## src/rtl/readout_sequencer_pkg.sv

```systemverilog
// Shared types and default geometry for the pixel readout sequencer and the
// row-select shifter it drives.
package readout_pkg;

    typedef enum logic [2:0] {
        IDLE    = 3'd0,
        ERASE   = 3'd1,
        EXPOSE  = 3'd2,
        CONVERT = 3'd3,
        READ    = 3'd4,
        ADVANCE = 3'd5,
        DONE    = 3'd6
    } seq_state_t;

    localparam int DEF_ROWS         = 4;
    localparam int DEF_ERASE_CYCLES = 2;
    localparam int DEF_CONV_CYCLES  = 3;

    function automatic int max_int(input int a, input int b);
        return (a > b) ? a : b;
    endfunction

endpackage

```

## src/rtl/readout_sequencer_phase_timer.sv

```systemverilog
// Loadable down-counter that parks at zero; a phase of N cycles is timed by
// loading N-1 on entry and leaving the phase on the cycle where zero is high.
module phase_timer #(
    parameter int W = 8
) (
    input  logic         clk,
    input  logic         reset,
    input  logic         load,
    input  logic [W-1:0] value,
    output logic         zero
);

    logic [W-1:0] count;

    always_ff @(posedge clk or posedge reset) begin
        if (reset) begin
            count <= '0;
        end else if (load) begin
            count <= value;
        end else if (count != '0) begin
            count <= count - W'(1);
        end
    end

    assign zero = (count == '0);

endmodule

```

## src/rtl/readout_sequencer.sv

```systemverilog
// Frame sequencer: erase, expose and convert the pixel array, then hand rows
// one at a time to the readout consumer while stepping the row-select shifter.
//
//   state   | meaning
//   IDLE    | waiting for start
//   ERASE   | pixel reset, shifter forced to row 0 in the first cycle
//   EXPOSE  | integration for max(exposure,1) cycles
//   CONVERT | ADC / compare phase
//   READ    | current row offered to the consumer
//   ADVANCE | shifter steps to the next row
//   DONE    | one-cycle frame-complete pulse
module readout_sequencer
    import readout_pkg::*;
#(
    parameter int ROWS         = DEF_ROWS,
    parameter int EXP_W        = 8,
    parameter int ERASE_CYCLES = DEF_ERASE_CYCLES,
    parameter int CONV_CYCLES  = DEF_CONV_CYCLES,
    parameter int ROW_W        = max_int($clog2(ROWS), 1)
) (
    input  logic             clk,
    input  logic             reset,
    input  logic             start,
    input  logic [EXP_W-1:0] exposure,
    output logic             busy,
    output logic             done,
    output logic             pix_erase,
    output logic             pix_expose,
    output logic             pix_convert,
    output logic             row_rst,
    output logic             row_advance,
    output logic             row_out_en,
    output logic [ROW_W-1:0] row_index,
    output logic             sample_valid,
    input  logic             sample_ready
);

    localparam int TIMER_W = max_int(EXP_W,
                             max_int($clog2(ERASE_CYCLES), $clog2(CONV_CYCLES)));
    localparam logic [TIMER_W-1:0] ERASE_LOAD = TIMER_W'(ERASE_CYCLES - 1);
    localparam logic [TIMER_W-1:0] CONV_LOAD  = TIMER_W'(CONV_CYCLES - 1);
    localparam logic [ROW_W-1:0]   LAST_ROW   = ROW_W'(ROWS - 1);

    seq_state_t         state;
    seq_state_t         state_next;
    logic [EXP_W-1:0]   exposure_q;
    logic [EXP_W-1:0]   exposure_next;
    logic [ROW_W-1:0]   row_next;
    logic               timer_load;
    logic [TIMER_W-1:0] timer_value;
    logic               timer_zero;
    logic [TIMER_W-1:0] expose_load;
    logic               row_rst_q;

    phase_timer #(.W(TIMER_W)) u_timer (
        .clk   (clk),
        .reset (reset),
        .load  (timer_load),
        .value (timer_value),
        .zero  (timer_zero)
    );

    // exposure 0 still integrates for one cycle; 255 loads 254 and never wraps
    assign expose_load = (exposure_q == '0) ? '0 : TIMER_W'(exposure_q) - TIMER_W'(1);

    always_ff @(posedge clk or posedge reset) begin
        if (reset) begin
            state      <= IDLE;
            exposure_q <= '0;
            row_index  <= '0;
            row_rst_q  <= 1'b0;
        end else begin
            state      <= state_next;
            exposure_q <= exposure_next;
            row_index  <= row_next;
            row_rst_q  <= (state_next == ERASE) && (state != ERASE);
        end
    end

    always_comb begin
        state_next    = state;
        exposure_next = exposure_q;
        row_next      = row_index;
        timer_load    = 1'b0;
        timer_value   = '0;
        case (state)
            IDLE: begin
                if (start) begin
                    state_next    = ERASE;
                    exposure_next = exposure;
                    timer_load    = 1'b1;
                    timer_value   = ERASE_LOAD;
                end
            end
            ERASE: begin
                row_next = '0;
                if (timer_zero) begin
                    state_next  = EXPOSE;
                    timer_load  = 1'b1;
                    timer_value = expose_load;
                end
            end
            EXPOSE: begin
                if (timer_zero) begin
                    state_next  = CONVERT;
                    timer_load  = 1'b1;
                    timer_value = CONV_LOAD;
                end
            end
            CONVERT: begin
                if (timer_zero) begin
                    state_next = READ;
                end
            end
            READ: begin
                if (sample_ready) begin
                    state_next = (row_index == LAST_ROW) ? DONE : ADVANCE;
                end
            end
            ADVANCE: begin
                state_next = READ;
                row_next   = row_index + ROW_W'(1);
            end
            DONE: begin
                state_next = IDLE;
                row_next   = '0;
            end
            default: begin
                state_next = IDLE;
                row_next   = '0;
            end
        endcase
    end

    // row_rst feeds the shifter's async reset, so it comes straight from a flop
    assign row_rst      = row_rst_q;
    assign busy         = (state != IDLE);
    assign done         = (state == DONE);
    assign pix_erase    = (state == ERASE);
    assign pix_expose   = (state == EXPOSE);
    assign pix_convert  = (state == CONVERT);
    assign row_advance  = (state == ADVANCE);
    assign row_out_en   = (state == READ) || (state == ADVANCE);
    assign sample_valid = (state == READ);

endmodule

```

## config.mk

```make
export PLATFORM = sky130hd
export DESIGN_NAME = readout_sequencer
export DESIGN_NICKNAME = d
export VERILOG_FILES = /design/src/rtl/readout_sequencer_pkg.sv /design/src/rtl/readout_sequencer_phase_timer.sv /design/src/rtl/readout_sequencer.sv
export SDC_FILE = /design/constraint.sdc
export NUM_CORES = 1
export LEC_CHECK = 0
export ABC_AREA = 1
export BUFFER_PORTS_ARGS = -buffer_cell sky130_fd_sc_hd__buf_2
export CAP_MARGIN = 25
export CELL_PAD_IN_SITES_DETAIL_PLACEMENT = 1
export CELL_PAD_IN_SITES_GLOBAL_PLACEMENT = 1
export CORE_UTILIZATION = 36
export CTS_CLUSTER_DIAMETER = 100
export CTS_CLUSTER_SIZE = 20
export DETAILED_ROUTE_END_ITERATION = 8
export GPL_TIMING_DRIVEN = 0
export PLACE_DENSITY_LB_ADDON = 0.1
export SETUP_SLACK_MARGIN = 0.3
export SYNTH_ARGS = -nofsm -noshare
export SYNTH_HDL_FRONTEND = slang
export SYNTH_SLANG_ARGS = --single-unit
```

## constraint.sdc

```tcl
create_clock -name clk -period 1.5 [get_ports clk]
set_clock_uncertainty 0.2 [all_clocks]
set_input_delay 0.3 -clock clk [delete_from_list [all_inputs] [get_ports clk]]
set_output_delay 0.3 -clock clk [all_outputs]
set_load 0.005 [all_outputs]
```

==> results.toml <==
[sta]
slew-limit-headroom = 0.401
period_needed_ps = 1840
final_max_slew_viol_count = 0
grt_setup_unrepaired = "yes"
tightestPinTransition_ps = 897
fmax_mhz = 544
setup_violations = 28
whs_ps = 8.09
setup_slack_ps = -338
finalCritPeriodShare = 1.23
hold_viol = 0

[setup_path]
cp_num_buf_inv = 4
r2r-start = "u_timer.count[0]"
slowest_delay_ps = 440
startpoint = "state[0]"
slowest_stage = "dfrtp_2"
arrival_ps = 1340
path_max_fanout = 4
cp_top_family = "flip-flops"
worstPathRequired_ps = 1000
crit_path_end_kind = "output pin"
startpoint_type = "flop"
reg2regPathDepth = 8
r2r-end = "u_timer.count[6]"
cp_cell_sequence = "buf_6, inv_6, nor3_4, inv_2, nand2_1, buf_2"
crit_type = "flop to output pin"
r2r_slack_ps = -300

[detailed_routing]
wl_per_cell_um = 21.3
drt-initial-drc-count = 54
first_pass_iters = 4
vias = 1687
routed_via_density = 5.31
drc = 0
ant_nets = 0
drt-total-wl_um = 6770

[global_route]
grt_overflow = 0
use_met3 = 0.0365
grt_use_total = 0.251
grt_pass1_vias = 1686
busiest_layer = "met2"
gr-usage-met2 = 0.464
grtUsageMet1 = 0.289
grt_pass1_wl_um = 8040
grt_max_degree = 23
antenna_found_initial = 0

[synthesis]
synth_area_leaders = "dfrtp_1 (38%), nand2_1 (15%), inv_1 (6.8%), nor2_1 (6.0%), ha_1 (4.4%)"
async_reset_ff_frac = 1.00
synth_area_leader_cell = "dfrtp_1"
synth_edf_count = 0
syn_area_sq_mm = 0.00144
synth_area_per_cell_sq_um = 7.25
syn-num-nets = 215
synthFlopType = "dfrtp_1"
syn_inst = 198
synth_seq_area_share = 0.384
synth_cell_types = 25
synth_most_common_cell = "nand2_1"
yosys-top-cells-count = "nand2_1 (58), inv_1 (26), nor2_1 (23), dfrtp_1 (22), o21ai_0 (11)"
ys_seq_elements = 22
synth_warnings = 0
yosys.area.top_type_share = 0.384

[floorplanning]
start_util = 0.383
row_count = 22
dieArea_sq_mm = 0.00424
coreArea_sq_mm = 0.00374
ioPinCount = 23
fp.dieW_um = 65.1
die_height_um = 65.1

[power_and_ir_drop]
p_leak_nw = 1.17
vdd_drop_max_mv = 0.573
powerDensity_mw_per_mm2 = 427

[placed_design]
portBuffers = 22
pre_cts_ws_ps = -211
dpl.hpwl_um = 2830
place.gp.congestion = 0.760

[cts]
clock_latency_ps = 270
htree_levels = 1
cts_tree = "built"
cts_buffer_depth = 2
clock-sinks = 22
numCtsBuffers = 3
clockRootBuffer = "clkbuf_8"
cts.reportedPaths.clkPinSlew_ps = 90

[run]
maxCapViolations = 0

[final_layout]
finish.net_count = 289
drive_gt1_frac = 0.522
synthToLayoutAreaGrowth_pct = 65.8
n_antenna_cell = 0

[hold_path]
min_path_type = "primary input to asynchronous set/reset pin"

[status]
status = "finished with violations"
failed_checks = "setup timing"
-- routing by layer --
metal,vias to the layer above,wire length [um]
met3,30,265
met4,0,418
met2,54,3620
met1,839,2470
li1,764,-
met5,-,0
-- cell type report --
type / count / area, sq um
plain buffers: 1 / 15.0
clock buffers: 3 / 41.3
fillers: 455 / 1360
inverters: 33 / 146
multi-input cells: 142 / 975
flip-flops and latches: 22 / 554
well taps: 48 / 60.1
repair buffers: 69 / 588
-- report_power, final --
group          switching [W]   total, W  internal (W)
clock               0.000214   0.000394      0.000180
sequential                 0   0.000592      0.000592
combinational      0.0000191  0.0000293     0.0000102
total               0.000233    0.00102      0.000783
-- cells by family (layout without fill, tap and decap cells) --
kind of cell    after synthesis  in the layout  synth area share
compound gates               24             24             0.104
xor+xnor                      7              7            0.0427
fa+ha+maj                     5              5            0.0436
buf+inv                      34            106            0.0915
flops                        22             22             0.384
simple gates                106            106             0.335
-- per-stage QoR --
stage	instances	util	power, W	TNS, ps	area (sq um)
after detailed placement	268	0.440	0.000631	-2160	1650
after global routing	318	0.636	0.00105	-8380	2380
after floorplan	198	-	0.000613	-13.7	1480
after CTS	302	0.565	0.00100	-3700	2120
final	318	0.636	0.00102	-6980	2380
after global placement	268	0.440	0.000630	-1350	1650
-- state kept, by name, indices dropped and copies added (netlist names) --
signal         flops
u_timer.count      8
exposure_q         8
state              3
row_rst            1
row_index          2
-- how the worst max path moves through the flow --
stage / depth (start not counted) / end
finish: 6 / row_out_en
global route: 8 / u_timer.count[6]
global placement: 8 / u_timer.count[2]
detailed placement: 8 / u_timer.count[3]
floorplan: 8 / u_timer.count[5]
CTS: 6 / row_out_en
-- layout by cell type (no fill, tap or decap), types with 4 or more instances in the layout --
master,synthesis,layout
buf_12,0,4
nor2_2,2,5
nand2_1,58,45
nor2_4,2,6
xor2_1,7,7
buf_4,1,29
a21oi_2,1,5
nand3_1,9,5
nand3_4,0,5
nand2_2,2,12
inv_2,7,11
inv_1,26,17
dfrtp_1,22,19
buf_6,0,14
o21ai_1,1,9
nor2_1,23,16
buf_2,0,21
-- timing repair --
item	4_1_cts	5_1_grt
setup buffers	30	16
setup endpoints to repair	33	33
hold buffers	0	0
pin swaps	14	26
gates resized for setup	39	38
gates cloned	1	0
(Power assumes the default switching activity.)
